--- src/rtl/return_stack_pkg.sv ---
// Shared defaults and sizing helper for the return-address stack.
package return_stack_pkg;

  localparam int RS_DATA_WIDTH = 16;
  localparam int RS_DEPTH      = 8;

  // count_o must represent 0..DEPTH inclusive, hence DEPTH+1 states
  function automatic int rs_cnt_width(input int depth);
    return $clog2(depth + 1);
  endfunction

endpackage

--- src/rtl/rstack_mem.sv ---
// DEPTH x DATA_WIDTH register file: one falling-edge write port, one asynchronous read port.
// Contents are intentionally never reset.
module rstack_mem #(
  parameter int DATA_WIDTH = 16,
  parameter int DEPTH      = 8,
  parameter int ADDR_W     = 3
) (
  input  logic                  clk_i,
  input  logic                  we_i,
  input  logic [ADDR_W-1:0]     waddr_i,
  input  logic [DATA_WIDTH-1:0] wdata_i,
  input  logic [ADDR_W-1:0]     raddr_i,
  output logic [DATA_WIDTH-1:0] rdata_o
);

  logic [DATA_WIDTH-1:0] r_mem [DEPTH];

  always_ff @(negedge clk_i) begin
    if (we_i) begin
      r_mem[waddr_i] <= wdata_i;
    end
  end

  assign rdata_o = r_mem[raddr_i];

endmodule

--- src/rtl/return_stack.sv ---
// Return-address stack, falling-edge state, combinational top-of-stack for same-cycle PC load.
// Define RETURN_STACK_STATUS_EN to build sticky ovf_o/unf_o; otherwise they are tied low.
module return_stack
  import return_stack_pkg::*;
#(
  parameter  int DATA_WIDTH = RS_DATA_WIDTH,
  parameter  int DEPTH      = RS_DEPTH,
  localparam int CNT_W      = rs_cnt_width(DEPTH),
  localparam int ADDR_W     = (DEPTH > 1) ? $clog2(DEPTH) : 1
) (
  input  logic                  clk_i,
  input  logic                  reset_i,
  input  logic                  push_ni,
  input  logic                  pop_ni,
  input  logic [DATA_WIDTH-1:0] data_i,
  output logic [DATA_WIDTH-1:0] data_o,
  output logic [CNT_W-1:0]      count_o,
  output logic                  empty_o,
  output logic                  full_o,
  output logic                  ovf_o,
  output logic                  unf_o
);

  localparam logic [CNT_W-1:0] FULL_CNT = CNT_W'(DEPTH);

  logic [CNT_W-1:0]      r_count;
  logic [CNT_W-1:0]      w_count_nxt;
  logic [CNT_W-1:0]      w_top;
  logic                  w_push;
  logic                  w_pop;
  logic                  w_empty;
  logic                  w_full;
  logic                  w_we;
  logic [ADDR_W-1:0]     w_waddr;
  logic [DATA_WIDTH-1:0] w_rdata;

  assign w_push  = ~push_ni;
  assign w_pop   = ~pop_ni;
  assign w_empty = (r_count == '0);
  assign w_full  = (r_count == FULL_CNT);
  assign w_top   = r_count - CNT_W'(1);

  always_comb begin
    w_count_nxt = r_count;
    w_we        = 1'b0;
    w_waddr     = r_count[ADDR_W-1:0];
    if (w_push && w_pop) begin
      // Simultaneous push/pop replaces the top; on empty it degrades to a plain push
      w_we = 1'b1;
      if (w_empty) begin
        w_waddr     = '0;
        w_count_nxt = CNT_W'(1);
      end else begin
        w_waddr = w_top[ADDR_W-1:0];
      end
    end else if (w_push && !w_full) begin
      w_we        = 1'b1;
      w_count_nxt = r_count + CNT_W'(1);
    end else if (w_pop && !w_empty) begin
      w_count_nxt = w_top;
    end
  end

  always_ff @(negedge clk_i or posedge reset_i) begin
    if (reset_i) begin
      r_count <= '0;
    end else begin
      r_count <= w_count_nxt;
    end
  end

  rstack_mem #(
    .DATA_WIDTH (DATA_WIDTH),
    .DEPTH      (DEPTH),
    .ADDR_W     (ADDR_W)
  ) u_mem (
    .clk_i   (clk_i),
    .we_i    (w_we & ~reset_i),
    .waddr_i (w_waddr),
    .wdata_i (data_i),
    .raddr_i (w_top[ADDR_W-1:0]),
    .rdata_o (w_rdata)
  );

  assign data_o  = w_empty ? '0 : w_rdata;
  assign count_o = r_count;
  assign empty_o = w_empty;
  assign full_o  = w_full;

`ifdef RETURN_STACK_STATUS_EN
  logic r_ovf;
  logic r_unf;
  logic w_ovf_evt;
  logic w_unf_evt;

  assign w_ovf_evt = w_push & ~w_pop & w_full;
  assign w_unf_evt = w_pop & w_empty;

  always_ff @(negedge clk_i or posedge reset_i) begin
    if (reset_i) begin
      r_ovf <= 1'b0;
      r_unf <= 1'b0;
    end else begin
      if (w_ovf_evt) r_ovf <= 1'b1;
      if (w_unf_evt) r_unf <= 1'b1;
    end
  end

  assign ovf_o = r_ovf;
  assign unf_o = r_unf;
`else
  assign ovf_o = 1'b0;
  assign unf_o = 1'b0;
`endif

endmodule

--- config.mk ---
export PLATFORM = sky130hd
export DESIGN_NAME = return_stack
export DESIGN_NICKNAME = d
export VERILOG_FILES = /design/src/rtl/return_stack_pkg.sv /design/src/rtl/rstack_mem.sv /design/src/rtl/return_stack.sv
export SDC_FILE = /design/constraint.sdc
export NUM_CORES = 1
export LEC_CHECK = 0
export ABC_CLOCK_PERIOD_IN_PS = 2800
export CORE_ASPECT_RATIO = 0.8
export CORE_UTILIZATION = 52
export DETAILED_ROUTE_END_ITERATION = 10
export PLACE_DENSITY = 0.86
export SLEW_MARGIN = 0
export SYNTH_ARGS = -nofsm -noshare
export SYNTH_HDL_FRONTEND = slang
export SYNTH_SLANG_ARGS = --single-unit
--- constraint.sdc ---
create_clock -name clk_i -period 2.8 [get_ports clk_i]
set_clock_uncertainty 0.05 [all_clocks]
set_input_delay 0.56 -clock clk_i [delete_from_list [all_inputs] [get_ports clk_i]]
set_output_delay 0.56 -clock clk_i [all_outputs]
set_load 0.01 [all_outputs]
Yosys cells after proc, flatten, opt, wreduce, memory -nomap -nowiden
Memories as Yosys holds them, arrays and structs flattened.
Index checks and enable logic that the tools add are counted.
{"block": "totals", "out_inout_bits": 24, "register_bits": 4, "n_memories": 1, "wordCells": 29, "ram_bits": 128}
{"block": "op_classes", "add_sub_neg": 2, "n_eq_ne": 2, "bitwise": 4, "reduce_logical": 8, "mux": 11}
{"memory": "u_mem.r_mem", "depth": 8, "width": 16, "read_ports": 1, "rd_clocked_by_memory_dff": 0, "write_ports": 1, "line": "rstack_mem.sv:16", "rtl": "logic [DATA_WIDTH-1:0] r_mem [DEPTH];"}
{"operator": "$mux 16", "n": 1}
{"operator": "$mux 4", "n": 4}
{"operator": "$mux 3", "n": 2}
{"operator": "$add 4x1->4 const B", "n": 1}
{"operator": "$eq 4x4->1 const B", "n": 1}
{"operator": "$logic_not 4->1", "n": 1}
{"operator": "$mux 1", "n": 4}
{"operator": "$sub 4x1->4 const B", "n": 1}
{"operator": "$logic_and 1x1->1", "n": 3}
{"operator": "$not 1->1", "n": 3}
{"operator": "$reduce_bool 3->1", "n": 1}
{"operator": "$logic_not 1->1", "n": 2}
{"operator": "$ne 2x2->1 const B", "n": 1}
{"operator": "$reduce_and 2->1", "n": 1}
{"operator": "$and 1x1->1", "n": 1}

Depth between registers and ports, before layout
Gate-level depths: netlist of the first run.
{"block": "logic_depth", "ltp_word": 8, "depth_mapped": 10, "mapped_depth_nobuf": 6}

By module
From an unflattened synthesis of the first run, not the netlist that was laid out.
{"block": "hier_totals", "hier_cells": 286, "hier_area_um2": 5596.6}
{"module": "rstack_mem", "cells_per_inst": 199, "instances": 1, "area_per_inst_um2": 4977.3, "seq_area_each_um2": 3843.7}
{"module": "return_stack", "cells_per_inst": 87, "instances": 1, "area_per_inst_um2": 619.3, "seq_area_each_um2": 100.1}

==> impl_metrics.ini, run 1 <==
[pwr]
power_frac_comb_pct = 50.2
clkPwrFrac_pct = 28.0
report.power.total_mw = 11.16
ir_worst_vdd_mv = 0.9050
switching_share_pct = 37.31
seqPwrFrac_pct = 21.9
power-per-cell-area_nw_per_um2 = 1284
p_switching_mw = 4.165
p_int_mw = 6.999
p_leak_nw = 3.635

[yosys]
ys_seq_elements = 132
syn_area_um2 = 5594
synth_area_leaders = edfxtp_1 69%, mux4_2 7.6%, mux4_1 6.1%
synth_edf_count = 128
ys_types = 41
async_flop_share_pct = 3.030
yosysTopAreaCell = edfxtp_1
yosysSeqAreaShare_pct = 70.50
synth_flop_cell = edfxtp_1
yosys_warnings = 0
avgSynthCellArea_um2 = 17.87
synth_top_area_share_pct = 68.71
syn_inst = 313

[routing]
dr_total_vias = 4119
drtIter0Drc = 446
wl_um = 16520
antenna_left = 0
viasPerCell = 5.681
wl_per_cell_um = 22.78
firstDrtPassIters = 5
route.detailed.drc = 0

[critical_path]
worstSetupEndpointType = output pin
critPathTopFamily = buffers and inverters
crit_slowest_cell = dfrtn_1
path_buf_inv = 5
cp.arrival_ns = 3.56
path_cells = inv_4, ha_4, buf_8, and3b_2, a21oi_4, buf_12, buf_12, o22ai_2, buf_2
timing.critical_path.mode_cell = buf_12
worst-path-max-fanout = 6
worstSetupStartpointType = flip-flop
cpPeakStageDelay_ns = 0.47
critPathKind = reg2out
crit_required_ns = 2.19

[floorplanning]
die_w_um = 118.0
core_area_um2 = 10360
ioPinCount = 44
die_h_um = 94.77
placementRows = 33
start_util_pct = 53.98
die_area_um2 = 11180

[clock_tree]
numCtsBuffers = 17
cts_root_buffer = clkbuf_16
tritoncts = built
htree_levels = 4
insertion_delay_ns = 0.40
clk_pin_slew_ns = 0.05
clock-sinks = 132
hold_buffers = 0
clockBufferDepth = 2

[timing]
setup_ws_ns = -1.373
hold_viol = 0
maxSlewViolCount = 0
finalSetupViolations = 152
rsz0062_at_grt = yes
fin_setup_tns_ns = -64.80

[cells_and_area]
drive_gt1_share_pct = 43.42
final_common_cell = inv_1
area_growth_pct = 55.42
fillers = 472
n_antenna_cell = 0
final_util_pct = 83.89
nets = 594
final_cell_mix = 138 x inv_1, 128 x edfxtp_1, 36 x buf_4, 31 x mux4_2, 31 x buf_6

[global_routing]
grt_pass1_vias = 4515
grt_max_degree = 19
grt.overflow.total = 0
grt_use_total_pct = 31.81
antenna_found_initial = 0
grt_pass1_wl_um = 24720

[placement]
port_buffers = 41
gp_congestion = 0.8424
dp_hpwl_um = 7231

[outcome]
status = complete, but fails checks
violations = negative setup slack

[hold_path]
min_path_type = reg2reg

[job]
cap_violations = 0
flip-flops by register name (all words and copies together) (netlist names):
| register | flops |
|---|---|
| u_mem.r_mem | 128 |
| count_o | 4 |
through the flow:
| step | instance area [um^2] | setup slack (ns) | cells | hold slack, ns |
|---|---|---|---|---|
| 2_1_floorplan | 5913 | -0.9760 | 314 | 0.6300 |
| 3_3_place_gp | 6724 | -1.458 | 514 | 0.6007 |
| 3_5_place_dp | 6724 | -1.519 | 514 | 0.5945 |
| 4_1_cts | 8589 | -1.348 | 720 | 0.7153 |
| 5_1_grt | 8695 | -1.433 | 725 | 0.7830 |
| 6_report | 8695 | -1.373 | 725 | 0.7393 |
cell type report:
class | count | area (um^2) | share of cell area [%]
inverter | 37 | 141.4 | 1.626
tap | 140 | 175.2 | 2.015
sequential | 132 | 3944 | 45.36
timing repair buffer | 133 | 1593 | 18.32
clock buffer | 17 | 425.4 | 4.893
clock inverter | 143 | 661.9 | 7.613
multi-input combinational | 123 | 1754 | 20.18
routing by layer:
layer  part of all wire, %  GRT usage, %
met1                    37         33.79
met2                    53         54.90
met3                   7.5         12.02
met4                   3.1         18.59
met5                     0         1.786
power by group through the flow:
stage / Sequential (mW) / Combinational (mW) / Clock [mW]
6_report: 2.44 / 5.60 / 3.12
5_1_grt: 2.45 / 5.87 / 3.39
4_1_cts: 2.44 / 5.29 / 3.13
3_5_place_dp: 2.46 / 4.11 / 0.273
3_3_place_gp: 2.45 / 4.03 / 0.273
2_1_floorplan: 2.47 / 2.80 / 0.273
cell usage after synthesis (2+ instances only):
master	number
nand2_1	4
edfxtp_1	128
dfrtn_1	4
ha_1	2
a21oi_1	6
o211ai_1	3
mux4_1	13
a32oi_1	2
a211oi_1	2
o22ai_1	16
nand2b_1	3
buf_6	5
nor2b_1	6
a31oi_1	2
nor3_1	4
o21ai_0	7
nor2_1	11
o41ai_1	2
o31ai_1	2
buf_2	13
buf_4	3
inv_1	38
mux4_2	19
worst register-to-register path, delay by kind of cell, from the launching register on:
| family | cells | cell delay [ns] |
|---|---|---|
| buffers and inverters | 7 | 0.98 |
| AO/OA/AOI/OAI | 2 | 0.51 |
| AND/OR/NAND/NOR | 2 | 0.40 |
| flip-flops | 1 | 0.47 |
| adder cells (fa/ha/maj) | 1 | 0.17 |
kinds of logic after synthesis:
group	synth area share [%]
compound gates	6.151
xor+xnor	0.2908
fa+ha+maj	0.4473
buf+inv	5.122
flops	70.50
mux	14.14
other cells	0.06703
simple gates	3.288
repair_timing:
action / CTS / global route
setup buffers: 38 / 13
resized for setup: 203 / 33
setup endpoints to repair: 154 / 153
cloned: 11 / 0
pin swaps: 25 / 18
worst paths after layout:
kind / start / to / slack [ns] / cells past startpoint
min reg2reg: count_o[3] / count_o[3] / 0.74 / 4
max in group asynchronous: reset_i / count_o[0] / 1.16 / 2
max reg2reg: count_o[0] / u_mem.r_mem[0][2] / -0.04 / 12
max: count_o[0] / data_o[3] / -1.37 / 9
min: count_o[3] / count_o[3] / 0.74 / 4
min in group asynchronous: reset_i / count_o[3] / 1.33 / 2
Power figures use the tool's default switching activity.
==> run 2, diff against run 1 <==
Settings changed: ABC_CLOCK_PERIOD_IN_PS 2800 to 4000, CORE_UTILIZATION 52 to 58, PLACE_DENSITY 0.86 to 0.9.
Clock period 2.8 ns to 4 ns, I/O delays scaled along.
==> impl_metrics.ini, run 2 (synthesis results as in run 1) <==
[floorplanning]
start_util_pct = 60.85
die_area_um2 = 10040
core_area_um2 = 9193
placementRows = 31
die_h_um = 89.84
die_w_um = 111.8
ioPinCount = 44

[clock_tree]
cts_root_buffer = clkbuf_16
clk_pin_slew_ns = 0.05
hold_buffers = 0
htree_levels = 4
insertion_delay_ns = 0.41
numCtsBuffers = 17
clock-sinks = 132
clockBufferDepth = 2
tritoncts = built

[pwr]
p_leak_nw = 3.488
clkPwrFrac_pct = 28.8
p_switching_mw = 3.372
power_frac_comb_pct = 49.7
ir_worst_vdd_mv = 0.5874
seqPwrFrac_pct = 21.5
p_int_mw = 4.592
power-per-cell-area_nw_per_um2 = 957.2
switching_share_pct = 42.34

[routing]
dr_total_vias = 4442
wl_um = 20390
antenna_left = 0
drtIter0Drc = 529
firstDrtPassIters = 8
route.detailed.drc = 4
viasPerCell = 6.504
wl_per_cell_um = 29.86

[critical_path]
worstSetupStartpointType = flip-flop
cp.arrival_ns = 4.29
worstSetupEndpointType = output pin
crit_slowest_cell = dfrtn_1
reg2reg_slack_ns = 1.35
path_cells = buf_6, inv_4, ha_4, buf_12, mux4_2, inv_1, o22ai_4, buf_2
startpoint = count_o[0]
crit_required_ns = 3.15
r2r-end = u_mem.r_mem[3][7]
path_buf_inv = 5
cp.depth = 8
cpPeakStageDelay_ns = 0.45
worst-path-max-fanout = 7
worstSetupEndpoint = data_o[6]
worstRegToRegCells = 12
reg2reg_from = count_o[0]
critPathKind = reg2out
critPathTopFamily = buffers and inverters

[global_routing]
grt_pass1_vias = 4675
grtUsageMet1_pct = 47.69
grt.overflow.total = 0
antenna_found_initial = 0
use_met3_pct = 15.58
grt_use_total_pct = 40.19
grt_pass1_wl_um = 27810
grt_max_degree = 17
busiest_layer = met2
grt_use_met2_pct = 61.08

[outcome]
violations = design-rule violations, negative setup slack
status = complete, but fails checks

[cells_and_area]
fin_cells = 683
final_common_cell = inv_1
largest_reg_flops = 128
regMostFlops = u_mem.r_mem
drive_gt1_share_pct = 40.67
final_cell_mix = 135 x inv_1, 128 x edfxtp_1, 35 x buf_6, 29 x inv_2
area_growth_pct = 48.74
nets = 577
final_util_pct = 90.51
n_antenna_cell = 0
post-route-cell-area_um2 = 8320

[timing]
maxSlewViolCount = 0
setup_ws_ns = -1.142
hold_viol = 0
rsz0062_at_grt = yes
finalSetupViolations = 40

[job]
cap_violations = 0

[placement]
placed_area_um2 = 6705
dp_hpwl_um = 7597
dp.cells = 494
port_buffers = 41
gp_congestion = 0.8110

[hold_path]
min_path_type = reg2reg
min_from = count_o[3]
## run 2: changes by cell type in the layout (fill, tap and decap cells not counted), sizes merged
| cell | delta |
|---|---|
| clkbuf | -2 |
| dlygate4sd2 | +1 |
| buf | -15 |
| clkinvlp | -4 |
| bufinv | -4 |
| bufbuf | -1 |
| clkinv | +8 |
## run 2: cell type report
cell class | count | area (um^2)
sequential | 132 | 3944
multi-input combinational | 123 | 1715
timing repair buffer | 116 | 1296
fill | 306 | 872.1
clock inverter | 143 | 654.4
clock buffer | 17 | 425.4
tap | 115 | 143.9
inverter | 37 | 141.4
## run 2: worst min path at each step
stage                 end  depth (start not counted)
2_1_floorplan  count_o[1]                          2
3_3_place_gp   count_o[1]                          2
3_5_place_dp   count_o[1]                          2
4_1_cts        count_o[3]                          4
5_1_grt        count_o[1]                          3
6_report       count_o[1]                          3
## run 2: power groups by stage
stage / clock [mW] / combinational, mW / sequential (mW)
after global placement: 0.191 / 2.89 / 1.71
after global routing: 2.42 / 4.05 / 1.72
after CTS: 2.14 / 3.61 / 1.71
after floorplan: 0.191 / 1.96 / 1.73
final: 2.29 / 3.96 / 1.72
after detailed placement: 0.191 / 2.97 / 1.72
## run 2: worst min-delay path, delay by kind of cell (launching register included)
family / cells / cell delay [ns]
AOI/OAI and AO/OA: 1 / 0.20
DFF: 1 / 0.36
buffers and inverters: 2 / 0.30
## run 2: per-layer routing
layer  wire length [um]  part of all wire, %
met3               2588                   13
met4               1375                  6.7
met2               9518                   47
met5                  0                    0
met1               6911                   34
## run 2: timing repair
item,CTS,global route
gates cloned,7,0
pin swaps,23,9
buffers inserted,20,6
gates resized for setup,190,23
setup endpoints to repair,152,49
## run 2: stage by stage
| step | hold WS, ns | setup TNS (ns) | total power [mW] | setup slack [ns] |
|---|---|---|---|---|
| 3_5_place_dp | 0.5760 | -128.25 | 4.877 | -1.023 |
| 2_1_floorplan | 0.6300 | -54.29 | 3.875 | -0.6160 |
| 5_1_grt | 0.7505 | -19.37 | 8.185 | -1.164 |
| 4_1_cts | 0.7161 | -17.37 | 7.453 | -1.062 |
| 6_report | 0.7405 | -19.10 | 7.964 | -1.142 |
| 3_3_place_gp | 0.5658 | -120.61 | 4.793 | -0.9565 |
==> run 3, diff against run 2 <==
Settings changed: SLEW_MARGIN 0 to 20.
==> results of run 3 <==
Same layout as run 2: the final DEF is identical, and so are final timing and power.
